$ cat src/rtl/drum_pkg.sv
// Shared state encoding, default sizing constants and index helpers for the drum sequencer.
package drum_pkg;

    localparam int unsigned NUM_VOICES       = 4;
    localparam int unsigned NUM_STEPS        = 16;
    localparam int unsigned SAMPLES_PER_STEP = 6000;

    // Minimum one bit so degenerate sizes still yield legal vectors.
    function automatic int unsigned idx_width(input int unsigned n);
        return (n > 1) ? $clog2(n) : 1;
    endfunction

    localparam int unsigned STEP_W = idx_width(NUM_STEPS);

    typedef logic [STEP_W-1:0] step_idx_t;

    typedef enum logic [1:0] {
        StIdle,
        StStart,
        StWait,
        StDone
    } state_e;

endpackage

$ cat src/rtl/step_pattern_ram.sv
// Pattern store: one trigger word per step, single write port, asynchronous read.
module step_pattern_ram
    import drum_pkg::*;
#(
    parameter int unsigned WIDTH  = NUM_VOICES,
    parameter int unsigned DEPTH  = NUM_STEPS,
    parameter int unsigned ADDR_W = idx_width(DEPTH)
) (
    input  logic              clk,
    input  logic              rst,
    input  logic              we,
    input  logic [ADDR_W-1:0] waddr,
    input  logic [WIDTH-1:0]  wdata,
    input  logic [ADDR_W-1:0] raddr,
    output logic [WIDTH-1:0]  rdata
);

    logic [WIDTH-1:0] mem_q [DEPTH];

    always_ff @(posedge clk) begin
        if (rst) begin
            for (int i = 0; i < int'(DEPTH); i++) begin
                mem_q[i] <= '0;
            end
        end else if (we) begin
            mem_q[waddr] <= wdata;
        end
    end

    assign rdata = mem_q[raddr];

endmodule

$ cat src/rtl/drum_sequencer.sv
// Per-sample frame sequencer: starts all voices on a sample tick, waits for every voice
// to finish, then advances the sample/step counters through the stored pattern.
module drum_sequencer #(
    parameter int unsigned  NUM_VOICES       = drum_pkg::NUM_VOICES,
    parameter int unsigned  NUM_STEPS        = drum_pkg::NUM_STEPS,
    parameter int unsigned  SAMPLES_PER_STEP = drum_pkg::SAMPLES_PER_STEP,
    localparam int unsigned STEP_W           = drum_pkg::idx_width(NUM_STEPS)
) (
    input  logic                  clk,
    input  logic                  rst,
    input  logic                  sample_tick,
    input  logic                  run,
    input  logic                  pat_we,
    input  logic [STEP_W-1:0]     pat_addr,
    input  logic [NUM_VOICES-1:0] pat_data,
    output logic                  voice_start,
    output logic [NUM_VOICES-1:0] voice_trigger,
    input  logic [NUM_VOICES-1:0] voice_finish,
    output logic                  frame_done,
    output logic [STEP_W-1:0]     step,
    output logic                  overrun,
    input  logic                  overrun_clr
);

    import drum_pkg::*;

    localparam int unsigned       CNT_W     = idx_width(SAMPLES_PER_STEP);
    localparam logic [CNT_W-1:0]  CNT_LAST  = CNT_W'(SAMPLES_PER_STEP - 1);
    localparam logic [STEP_W-1:0] STEP_LAST = STEP_W'(NUM_STEPS - 1);

    state_e                state_q, state_d;
    logic [NUM_VOICES-1:0] mask_q, mask_d;
    logic [CNT_W-1:0]      sample_cnt_q, sample_cnt_d;
    logic [STEP_W-1:0]     step_q, step_d;
    logic                  overrun_q, overrun_d;
    logic [NUM_VOICES-1:0] pat_rdata;

    step_pattern_ram #(
        .WIDTH  (NUM_VOICES),
        .DEPTH  (NUM_STEPS),
        .ADDR_W (STEP_W)
    ) u_pattern (
        .clk   (clk),
        .rst   (rst),
        .we    (pat_we),
        .waddr (pat_addr),
        .wdata (pat_data),
        .raddr (step_q),
        .rdata (pat_rdata)
    );

    always_ff @(posedge clk) begin
        if (rst) begin
            state_q      <= StIdle;
            mask_q       <= '0;
            sample_cnt_q <= '0;
            step_q       <= '0;
            overrun_q    <= 1'b0;
        end else begin
            state_q      <= state_d;
            mask_q       <= mask_d;
            sample_cnt_q <= sample_cnt_d;
            step_q       <= step_d;
            overrun_q    <= overrun_d;
        end
    end

    always_comb begin
        state_d       = state_q;
        mask_d        = mask_q;
        voice_start   = 1'b0;
        voice_trigger = '0;
        frame_done    = 1'b0;
        unique case (state_q)
            StIdle: begin
                if (sample_tick) begin
                    state_d = StStart;
                    mask_d  = '0;
                end
            end
            StStart: begin
                voice_start = 1'b1;
                mask_d      = mask_q | voice_finish;
                // Triggers fire only on the first sample of a step.
                if (run && (sample_cnt_q == '0)) begin
                    voice_trigger = pat_rdata;
                end
                state_d = StWait;
            end
            StWait: begin
                mask_d = mask_q | voice_finish;
                if (&(mask_q | voice_finish)) begin
                    state_d = StDone;
                end
            end
            StDone: begin
                frame_done = 1'b1;
                state_d    = StIdle;
            end
            default: state_d = StIdle;
        endcase
    end

    always_comb begin
        sample_cnt_d = sample_cnt_q;
        step_d       = step_q;
        if (state_q == StDone) begin
            if (!run) begin
                sample_cnt_d = '0;
                step_d       = '0;
            end else if (sample_cnt_q == CNT_LAST) begin
                sample_cnt_d = '0;
                step_d       = (step_q == STEP_LAST) ? '0 : step_q + STEP_W'(1);
            end else begin
                sample_cnt_d = sample_cnt_q + CNT_W'(1);
            end
        end
    end

    // A tick can only be accepted in idle; set has priority over clear.
    always_comb begin
        overrun_d = overrun_q;
        if (overrun_clr) begin
            overrun_d = 1'b0;
        end
        if (sample_tick && (state_q != StIdle)) begin
            overrun_d = 1'b1;
        end
    end

    assign step    = step_q;
    assign overrun = overrun_q;

endmodule
$ cat config.mk
export PLATFORM = sky130hd
export DESIGN_NAME = drum_sequencer
export DESIGN_NICKNAME = d
export VERILOG_FILES = /design/src/rtl/drum_pkg.sv /design/src/rtl/step_pattern_ram.sv /design/src/rtl/drum_sequencer.sv
export SDC_FILE = /design/constraint.sdc
export NUM_CORES = 1
export LEC_CHECK = 0
export CELL_PAD_IN_SITES_DETAIL_PLACEMENT = 0
export CELL_PAD_IN_SITES_GLOBAL_PLACEMENT = 1
export CORE_UTILIZATION = 48
export DETAILED_ROUTE_END_ITERATION = 8
export GPL_TIMING_DRIVEN = 1
export PLACE_DENSITY_LB_ADDON = 0.08
export SETUP_SLACK_MARGIN = 0.2
export SYNTH_ARGS = -nofsm -noshare
export SYNTH_HDL_FRONTEND = slang
export SYNTH_SLANG_ARGS = --single-unit
$ cat constraint.sdc
create_clock -name clk -period 2.3 [get_ports clk]
set_input_delay 0.23 -clock clk [delete_from_list [all_inputs] [get_ports clk]]
set_output_delay 0.23 -clock clk [all_outputs]
set_load 0.1 [all_outputs]
## After elaboration in Yosys (flattened, before gate mapping)

Memories as Yosys holds them, arrays and structs flattened. A register that Yosys moved wholly into a read port is not among the register bits.
Cells that the tools add are included.

| operators by class | value |
|---|---|
| eq/ne operators | 8 |
| bitwise gates (word level) | 1 |
| add/sub/neg operators | 2 |
| reductions and logical operators | 13 |
| muxes and demuxes | 26 |

Operators with widths:

| cell | count |
|---|---|
| 2-to-1 mux 4 bit | 10 |
| 2-to-1 mux 13 bit | 2 |
| adder 13 x 1 -> 13 bit (second input constant) | 1 |
| == test 13 bit (second input constant) | 1 |
| zero test 13 bit | 1 |
| 2-to-1 mux 1 bit | 10 |
| one-hot mux 2 bit (4 select lines) | 1 |
| one-hot mux 4 bit (2 select lines) | 1 |
| AND reduction 2 bit | 3 |
| nonzero test 2 bit | 3 |
| adder 4 x 1 -> 4 bit (second input constant) | 1 |
| == test 2 bit (second input constant) | 2 |
| == test 4 bit (second input constant) | 1 |
| 2-to-1 mux 2 bit | 2 |
| inequality test 2 bit (second input constant) | 2 |
| OR 4 bit | 1 |
| AND reduction 4 bit | 1 |
| OR reduction 4 bit | 1 |
| == test 2 x 1 -> 1 bit (second input constant) | 1 |
| logical AND 1 bit | 2 |
| zero test 2 bit | 1 |
| inequality test 2 x 1 -> 1 bit (second input constant) | 1 |
| OR reduction 2 bit | 1 |

| storage, ports and cells | value |
|---|---|
| input bits | 18 |
| word-level logic and storage cells | 56 |
| RAM bits | 64 |
| output and inout port bits | 11 |
| memories | 1 |
| register bits after elaboration | 24 |

Memory list:

| memory | depth | bits a word | rd ports | clocked after memory_dff | write ports | RTL line | RTL |
|---|---|---|---|---|---|---|---|
| u_pattern.mem_q | 16 | 4 | 1 | 1 | 16 | step_pattern_ram.sv:18 | `logic [WIDTH-1:0] mem_q [DEPTH];` |

## Longest topological paths before layout

Gate-level depths: netlist of the first run.

| depth | value |
|---|---|
| depth after elaboration | 6 |
| mapped depth | 7 |
| depth with buffers taken out | 6 |

## Cells and area by module

Synthesis of the first run repeated with hierarchy kept, for this count alone.

| unflattened totals | value |
|---|---|
| cells, all modules | 364 |
| area total of the unflattened synthesis | 4440.5 um^2 |

Modules (own cells, without submodules):

| module | area each (um^2) | times used | sequential area each (um^2) | cells an instance |
|---|---|---|---|---|
| step_pattern_ram | 3130.5 | 1 | 1921.8 | 212 |
| drum_sequencer | 1310.0 | 1 | 480.5 | 152 |

## Least setup slack after synthesis of the first run

No wires, ideal clock.

| path | value |
|---|---|
| path type | register to output |
| start point | register state_q[1] |
| end point | output port voice_trigger[0] |
| data arrival time | 3844 ps |
| cell stages (with the launch flop) | 7 |
| slack | -1774 ps |
| path buffers | 0 |
| data required time | 2070 ps |
| cells stage by stage | dfxtp_1 inv_1 ha_1 nand3_1 nor2_1 nand3_1 a211oi_1 |

| on the way | value |
|---|---|
| longest elaborated chain between the ends | 2 |

RTL lines:

| what | RTL line | RTL |
|---|---|---|
| start: declaration | drum_sequencer.sv:31 | `state_e state_q, state_d;` |
| start signal: assignment | drum_sequencer.sv:54 | `state_q <= StIdle;` |
| start signal: assignment | drum_sequencer.sv:60 | `state_q <= state_d;` |
| == test 2 x 1 -> 1 bit | drum_sequencer.sv:74 | `unique case (state_q)` |
| 2-to-1 mux 4 bit | drum_sequencer.sv:74 |  |
| end: declaration | drum_sequencer.sv:17 | `output logic [NUM_VOICES-1:0] voice_trigger,` |

Every way passes these cells.

==> flow_metrics.tcl, run 1 <==
set metrics [dict create \
    dpl.hpwl_mm 6.71 \
    crit_required_ns 2.07 \
    ys_types 41 \
    vias_per_cell 5.56 \
    drive_gt1_share_pct 23.2 \
    wl_per_cell_um 18.1 \
    p_int_mw 2.65 \
    p_leak_nw 1.83 \
    crit_type "reg2out" \
    r2r_slack_ns 0.46 \
    slew_headroom_pct 46.1 \
    power.switching_mw 1.12 \
    ff2ff_path_depth 6 \
    synthSimpleGateAreaFrac_pct 20.1 \
    muxShareOfSynthArea_pct 9.67 \
    sw_frac_of_total_pct 29.6 \
    final_common_cell "and2_1" \
    overflow 0 \
    ctsHoldBuffers 0 \
    diodes 0 \
    cp-start-kind "flop" \
    cts.sinks 92 \
    power_density_nw_per_um2 704 \
    portBuffers 28 \
    synth-seq-cells 92 \
    top_layer "met4" \
    drt-pass1-iter-count 7 \
    combPwrFrac_pct 20.0 \
    skew_ns 0.00956 \
    timing.fmax_ghz 0.446 \
    ys_warn_count 0 \
    synth-edff-count 64 \
    synthXorXnorAreaFrac_pct 2.36 \
    rsz0062_at_grt "yes" \
    antenna_found_initial 0 \
    drt_iter0_drc 146 \
    start_util_pct 50.3 \
    dr_wl_met3_um 333 \
    netlist_instances 363 \
    cts-root-buf "clkbuf_8" \
    final_cells 517 \
    grt_pass1_wl_mm 15.3 \
    fp-row-count 34 \
    min_period_ns 2.24 \
    die_w_um 98.3 \
    ant_nets 0 \
    final_cell_mix "and2_1 (66), edfxtp_1 (64), nor2_1 (28)" \
    ys.flop_type "edfxtp_1" \
    htreeDepth 3 \
    outcome "complete, no violations" \
    hold_depth 3 \
    synth_area_um2 4450 \
    wl_met1_mm 4.93 \
    ir_drop_uv 392 \
    grt_pass1_vias 2815 \
    die_y_um 98.3 \
    numCtsBuffers 9 \
    synth_adder_area_share_pct 2.25 \
    cts.clk_slew.worst_paths_ns 0.09 \
    insertion_delay_ns 0.36 \
    core_area_um2 8850 \
    min_period_over_period_pct 97.4 \
    p_seq_share_pct 51.4 \
    met2_length_mm 3.93 \
    drc_errors 0 \
    grt_max_degree 17 \
    worst_pin_slew_ns 0.807 \
    p_clk_share_pct 28.6 \
    syn2layout_area_growth_pct 20.4 \
    clock_path_buffers 2 \
    crit_fanout 8 \
    setup_viol 0 \
    cts_tree "yes" \
    gp_routability_congestion 0.772 \
    dp.cells 501 \
    async_flop_share_pct 0 \
    die_area_um2 9660 \
    synth_compound_area_share_pct 6.75 \
    min_path_type "in2reg" \
    synth_top_family_by_area "simple AND/OR/NAND/NOR gates" \
    arrival_ns 2.01 \
    wl_mm 9.34 \
    io_pins 29 \
    hold_viol 0 \
    drv_cap 0 \
    place_area_um2 5040 \
    grt_usage_pct 21.1 \
    slew_viol_final 0 \
    yosysSeqAreaShare_pct 55.8 \
    dr_total_vias 2872 \
    final_net_count 430 \
    fin_area_um2 5360 \
    syn_nets 389 \
    cp-end-kind "primary output" \
    avgSynthCellArea_um2 12.3 \
    n_fill_cell 704 \
]
==> power by group through the flow <==
stage | logic (mW) | registers [mW] | clock network (mW)
floorplan | 0.528 | 1.97 | 0
finish | 0.752 | 1.94 | 1.08
detailed placement | 0.736 | 1.98 | 0
CTS | 0.755 | 1.94 | 1.10
global route | 0.826 | 1.95 | 1.18
global placement | 0.726 | 1.98 | 0
==> final cells by class <==
type	count	area (um^2)	share of cell area (%)
Inverter	6	22.5	0.420
Sequential cell	92	2490	46.5
Timing Repair Buffer	50	484	9.04
Multi-Input combinational cell	245	2030	37.9
Clock inverter	6	63.8	1.19
Clock buffer	10	128	2.38
Tap cell	108	135	2.52
==> per-stage QoR <==
stage          util (%)  setup WS [ns]  total power, mW  setup TNS, ns  hold WS (ns)
6_report           60.5         0.0592             3.77              0         0.470
3_3_place_gp       57.0          0.157             2.70              0         0.461
2_1_floorplan         -         0.0145             2.50              0         0.379
3_5_place_dp       57.0          0.105             2.71              0         0.471
5_1_grt            60.5        -0.0262             3.95        -0.0586         0.515
4_1_cts            60.3         0.0343             3.79              0         0.461
==> flip-flops by register name (all words and copies together), names as in the netlist, named ones only <==
signal	cells
step	4
overrun	1
u_pattern.mem_q	64
mask_q	4
state_q	2
sample_cnt_q	13
==> cell usage after synthesis (all sizes together) (4+ instances only) <==
cell type   n  area (um^2)
dfxtp      28          561
nor2       29          109
a21oi      12         60.1
buf         8         67.6
edfxtp     64         1920
o21ai      13         65.1
ha          8          100
mux4       16          360
nand2       8         30.0
nor2b       4         25.0
a211oi     10         75.1
or2         4         25.0
mux2i       7         70.1
and2       66          413
nor4        4         40.0
nand2b      6         37.5
clkbuf     12         46.3
xnor2       5         43.8
inv         6         22.5
nand4       8         50.1
nor3        9         45.0
nand3       8         40.0
xor2        7         61.3
==> cells by family (layout without fill, tap and decap cells) <==
group,after synthesis,after routing
and+or+nand+nor,155,155
buffers and inverters,26,72
DFF,92,92
xor gates and xnor gates,12,12
muxes,23,23
adders and majority gates,8,8
AOI/OAI and AO/OA,47,47
==> per-layer routing <==
metal,GRT usage (%),up-vias
met1,32.8,1407
met4,8.15,0
met2,29.5,55
li1,-,1399
met5,0,-
met3,3.44,11
==> worst max-delay path, stage by stage, from the launching register on <==
cell and delay, ns:
dfxtp_4 0.43, buf_12 0.15, mux4_2 0.53, a211oi_4 0.26
a211oi_4 0.06, buf_12 0.21
==> final timing paths <==
| check | from | end |
|---|---|---|
| max | flop | voice_trigger[3] |
| max reg2reg | sample_cnt_q[0] | flop |
| min | sample_tick | overrun |
| min reg2reg | overrun | overrun |
==> repair_timing <==
action                     in CTS  in global routing
resized for setup              19                  6
pin swaps                       6                  5
setup buffers                   0                  0
setup endpoints to repair       4                  4
No activity file was read; power rests on OpenSTA's default activity.
==> run 2, diff against run 1 <==
--- a/config.mk
+++ b/config.mk
@@ -10,7 +10,7 @@
 export CORE_UTILIZATION = 48
 export DETAILED_ROUTE_END_ITERATION = 8
 export GPL_TIMING_DRIVEN = 1
-export PLACE_DENSITY_LB_ADDON = 0.08
+export PLACE_DENSITY_LB_ADDON = 0.25
 export SETUP_SLACK_MARGIN = 0.2
 export SYNTH_ARGS = -nofsm -noshare
 export SYNTH_HDL_FRONTEND = slang
==> run 2 against run 1 <==
  * Sequential share of layout area up 0.30 points
  * Global-route usage down 0.77 points
  * Register-to-register slack worse by 0.06 ns
  * Combinational power down 1%
  * Via count down 0.14%
  * Power down 2.9%
  * First-iteration DRC count down 23%
  * Clock skew down 0.0044 ns
  * Cell count unchanged
  * Maximum frequency down 0.99%
  * Non-clock buffer count unchanged
==> flow_metrics.tcl, run 2 (synthesis gave the netlist of run 1 again) <==
set metrics [dict create \
    gp_routability_congestion 0.757 \
    arrival_ns 2.03 \
    p_clk_share_pct 27.0 \
    portBuffers 28 \
    min_path_type "reg2reg" \
    min_period_over_period_pct 98.4 \
    timing.fmax_ghz 0.442 \
    path_common_cell "buf_12" \
    largest_reg_flops 64 \
    hold_viol 0 \
    overflow 0 \
    outcome "complete, no violations" \
    die_w_um 98.3 \
    io_pins 29 \
    grt_usage_pct 20.3 \
    core_area_um2 8850 \
    drt_iter0_drc 113 \
    top_layer "met4" \
    drc_errors 0 \
    worst-path-buf-inv 3 \
    endpoint "voice_trigger[3]" \
    dpl_worst_slack_ns 0.102 \
    final_cells 517 \
    slowest_stage "mux4_2" \
    p_leak_nw 1.83 \
    cp-end-kind "primary output" \
    sw_frac_of_total_pct 28.9 \
    diodes 0 \
    final_common_cell "and2_1" \
    dp.cells 500 \
    wl_met1_mm 4.17 \
    fp-row-count 34 \
    die_y_um 98.3 \
    rsz0062_at_grt "yes" \
    final_cell_mix "and2_1 (66), edfxtp_1 (64), nor2_1 (28), buf_4 (28), dfxtp_1 (25)" \
    grt_pass1_vias 2814 \
    wl_mm 9.01 \
    crit_chain "buf_12 -> mux4_2 -> a211oi_2 -> buf_4 -> a211oi_4 -> buf_12" \
    grt_max_degree 18 \
    die_area_um2 9660 \
    p_seq_share_pct 52.7 \
    crit_path_max_incr_delay_ns 0.50 \
    worst_pin_slew_ns 0.623 \
    combPwrFrac_pct 20.3 \
    p_total_mw 3.66 \
    dr_wl_met3_um 475 \
    cp.depth 6 \
    crit_required_ns 2.07 \
    crit_family "buffers and inverters" \
    ant_nets 0 \
    slew_viol_final 0 \
    setup_tns_ns 0 \
    clock_path_buffers 2 \
    grt_pass1_wl_mm 14.8 \
    wl_per_cell_um 17.4 \
    whs_ns 0.477 \
    vias_per_cell 5.55 \
    setup_slack_ns 0.0367 \
    cts-root-buf "clkbuf_8" \
    htreeDepth 3 \
    met2_length_mm 4.28 \
    cts_tree "yes" \
    cts.clk_slew.worst_paths_ns 0.08 \
    slew_headroom_pct 58.0 \
    numCtsBuffers 9 \
    crit_fanout 8 \
    cp-start-kind "flop" \
    start_util_pct 50.3 \
    crit_type "reg2out" \
    r2r_slack_ns 0.40 \
    syn2layout_area_growth_pct 19.5 \
    ir_drop_uv 555 \
    reg.largest.list "u_pattern.mem_q (64), sample_cnt_q (13)" \
    insertion_delay_ns 0.35 \
    setup_viol 0 \
    drv_cap 0 \
    drive_gt1_share_pct 23.0 \
    timing.rr.start "sample_cnt_q[7]" \
    cts.sinks 92 \
    dr_total_vias 2868 \
    drt-pass1-iter-count 6 \
    regMostFlops "u_pattern.mem_q" \
    final_net_count 430 \
    power_density_nw_per_um2 688 \
    regToRegEndpoint "sample_cnt_q[11]" \
    p_int_mw 2.60 \
    dpl.hpwl_mm 6.51 \
    ff2ff_path_depth 5 \
    power.switching_mw 1.06 \
    min_period_ns 2.26 \
    n_fill_cell 745 \
    skew_ns 0.00511 \
    antenna_found_initial 0 \
]
## run 2: changes by cell type in the layout (fill, tap and decap cells not counted), sizes merged
cell      before  now
bufinv         1    0
clkinvlp       1    0
inv            7    6
clkbuf        10   12
clkinv         3    4
## run 2: tightest hold or removal path, stage by stage, from the launching register on
cell and delay, ns:
dfxtp_1 0.32, nand2b_1 0.06, a21oi_1 0.06
## run 2: stage by stage
stage / area, um^2 / util (%)
2_1_floorplan: 4540 / -
3_3_place_gp: 5030 / 56.9
3_5_place_dp: 5030 / 56.9
4_1_cts: 5280 / 59.7
5_1_grt: 5320 / 60.1
6_report: 5320 / 60.1
## run 2: area by class of cell
type | count | area (um^2) | share of cell area, %
Clock buffer | 12 | 156 | 2.94
Clock inverter | 4 | 22.5 | 0.424
Inverter | 6 | 22.5 | 0.424
Multi-Input combinational cell | 245 | 2010 | 37.8
Sequential cell | 92 | 2490 | 46.8
Tap cell | 108 | 135 | 2.54
Timing Repair Buffer | 50 | 480 | 9.04
## run 2: per-layer routing
layer  global-route usage [%]  vias to the layer above
met3                     4.51                        6
met2                     32.6                       63
met4                     4.48                        0
li1                         -                     1405
met1                     28.6                     1394
met5                        0                        -
## run 2: worst min-delay path by stage
stage / start / endpoint / cells past startpoint
after CTS: sample_tick / overrun / 3
after floorplan: sample_tick / overrun / 2
after global routing: overrun / overrun / 2
after detailed placement: overrun / overrun / 2
after global placement: overrun / overrun / 2
final: overrun / overrun / 2
## run 2: repair_timing
action | in CTS | in global routing
setup buffers | 1 | 0
endpoints found under the setup margin | 4 | 12
pin swaps | 3 | 2
hold buffers | 0 | 0
gates resized for setup | 13 | 8
## run 2: power by group through the flow
stage / Clock (mW) / Sequential (mW) / Combinational [mW]
5_1_grt: 1.07 / 1.94 / 0.809
3_5_place_dp: 0 / 1.97 / 0.733
3_3_place_gp: 0 / 1.97 / 0.727
6_report: 0.988 / 1.93 / 0.744
2_1_floorplan: 0 / 1.97 / 0.528
4_1_cts: 1.02 / 1.93 / 0.746
==> run 3, diff against run 2 <==
--- a/config.mk
+++ b/config.mk
@@ -12,6 +12,7 @@
 export GPL_TIMING_DRIVEN = 1
 export PLACE_DENSITY_LB_ADDON = 0.25
 export SETUP_SLACK_MARGIN = 0.2
+export SKIP_LAST_GASP = 1
 export SYNTH_ARGS = -nofsm -noshare
 export SYNTH_HDL_FRONTEND = slang
 export SYNTH_SLANG_ARGS = --single-unit
==> run 3 against run 2 <==
  * Sequential cell count stayed put
  * Clock power is 0.6% higher
  * Routed wire length is 0.16% higher
  * Register-to-register slack hardly changed
  * Clock-buffer cell count stayed put
  * Via count is 0.52% lower
  * Clock skew is 0.0020 ns higher
  * Sequential share of layout area is 0.28 points higher
  * Design area is 0.64% lower
  * Global-route usage stayed put
==> flow_metrics.tcl, run 3 (synthesis gave the netlist of run 1 again) <==
set metrics [dict create \
    skew_ns 0.00712 \
    drt_iter0_drc 123 \
    drv_cap 0 \
    drive_gt1_share_pct 22.2 \
    htreeDepth 3 \
    gp_routability_congestion 0.757 \
    ff2ff_path_depth 5 \
    regMostFlops "u_pattern.mem_q" \
    final_net_count 430 \
    grt_usage_pct 20.3 \
    drt-pass1-iter-count 6 \
    whs_ns 0.477 \
    crit_type "reg2out" \
    crit_fanout 6 \
    outcome "complete, no violations" \
    diodes 0 \
    wl_mm 9.02 \
    cts-root-buf "clkbuf_8" \
    crit_required_ns 2.07 \
    cts.clk_slew.worst_paths_ns 0.08 \
    timing.rr.start "sample_cnt_q[7]" \
    cp-start-kind "flop" \
    grt_pass1_wl_mm 14.8 \
    cts.sinks 92 \
    slew_headroom_pct 49.1 \
    portBuffers 28 \
    setup_viol 0 \
    reg.largest.list "u_pattern.mem_q (64), sample_cnt_q (13)" \
    endpoint "voice_trigger[0]" \
    arrival_ns 2.05 \
    largest_reg_flops 64 \
    final_cell_mix "and2_1 (66), edfxtp_1 (64), nor2_1 (28), buf_4 (28), dfxtp_1 (26)" \
    die_w_um 98.3 \
    min_path_type "reg2reg" \
    core_area_um2 8850 \
    syn2layout_area_growth_pct 18.7 \
    r2r_slack_ns 0.40 \
    fp-row-count 34 \
    ir_drop_uv 555 \
    ant_nets 0 \
    dr_total_vias 2853 \
    dpl.hpwl_mm 6.51 \
    utilization_pct 59.7 \
    timing.fmax_ghz 0.439 \
    cp-end-kind "primary output" \
    ctsHoldBuffers 0 \
    grt_pass1_vias 2812 \
    antenna_found_initial 0 \
    start_util_pct 50.3 \
    rsz0062_at_grt "yes" \
    numCtsBuffers 9 \
    final_common_cell "and2_1" \
    regToRegEndpoint "sample_cnt_q[11]" \
    hold_viol 0 \
    p_leak_nw 1.81 \
    grt_max_degree 18 \
    drc_errors 0 \
    worst_pin_slew_ns 0.762 \
    overflow 0 \
    die_area_um2 9660 \
    power_density_nw_per_um2 693 \
    insertion_delay_ns 0.35 \
    vias_per_cell 5.52 \
    io_pins 29 \
    clock_path_buffers 2 \
    cts_tree "yes" \
    min_period_over_period_pct 99.0 \
    wl_per_cell_um 17.5 \
    slew_viol_final 0 \
    die_y_um 98.3 \
    min_period_ns 2.28 \
]
run 3: cell counts in the layout (fill, tap and decap cells not counted):
No cell type changed its count.
run 3: cell type report:
class,count,area [um^2]
Fill cell,748,3570
Sequential cell,92,2490
Multi-Input combinational cell,245,1980
Timing Repair Buffer,50,480
Clock buffer,12,156
Tap cell,108,135
Clock inverter,4,22.5
Inverter,6,22.5
run 3: power by group:
| group | total (mW) | internal [mW] | switching [mW] |
|---|---|---|---|
| clock network | 0.994 | 0.455 | 0.539 |
| logic | 0.739 | 0.272 | 0.466 |
| registers | 1.93 | 1.87 | 0.0573 |
| total | 3.66 | 2.60 | 1.06 |
run 3: how the worst min path moves through the flow:
stage                     start  endpoint  slack [ns]  cells after the start
floorplan           sample_tick   overrun        0.38                      2
global placement        overrun   overrun        0.46                      2
detailed placement      overrun   overrun        0.47                      2
CTS                 sample_tick   overrun        0.47                      3
global route            overrun   overrun        0.51                      2
finish                  overrun   overrun        0.48                      2
run 3: metal layers:
metal / global-route usage [%] / vias to the layer above / share of wire (%)
met5: 0 / - / 0
met4: 4.48 / 0 / 0.89
met3: 4.51 / 6 / 4.5
met2: 32.6 / 50 / 48
met1: 28.6 / 1392 / 47
li1: - / 1405 / -
run 3: timing repair:
action / CTS / global route
buffers inserted: 1 / 0
resized for setup: 11 / 3
pin swaps: 3 / 1
endpoints found under the setup margin: 4 / 12
run 3: metrics by stage:
step           area [um^2]  setup TNS, ns  power (mW)  setup slack, ns  std cells
2_1_floorplan         4540              0        2.50           0.0145        363
3_3_place_gp          5030              0        2.69            0.121        500
3_5_place_dp          5030              0        2.70            0.102        500
4_1_cts               5270        -0.0641        3.69          -0.0325        517
5_1_grt               5280         -0.230        3.81          -0.0705        517
6_report              5280              0        3.66           0.0227        517
run 3: critical path, stage by stage (launching register included):
cell and delay [ns]:
dfxtp_4 0.42, buf_4 0.17, mux4_2 0.53, mux2i_2 0.25
a211oi_4 0.11, buf_12 0.20
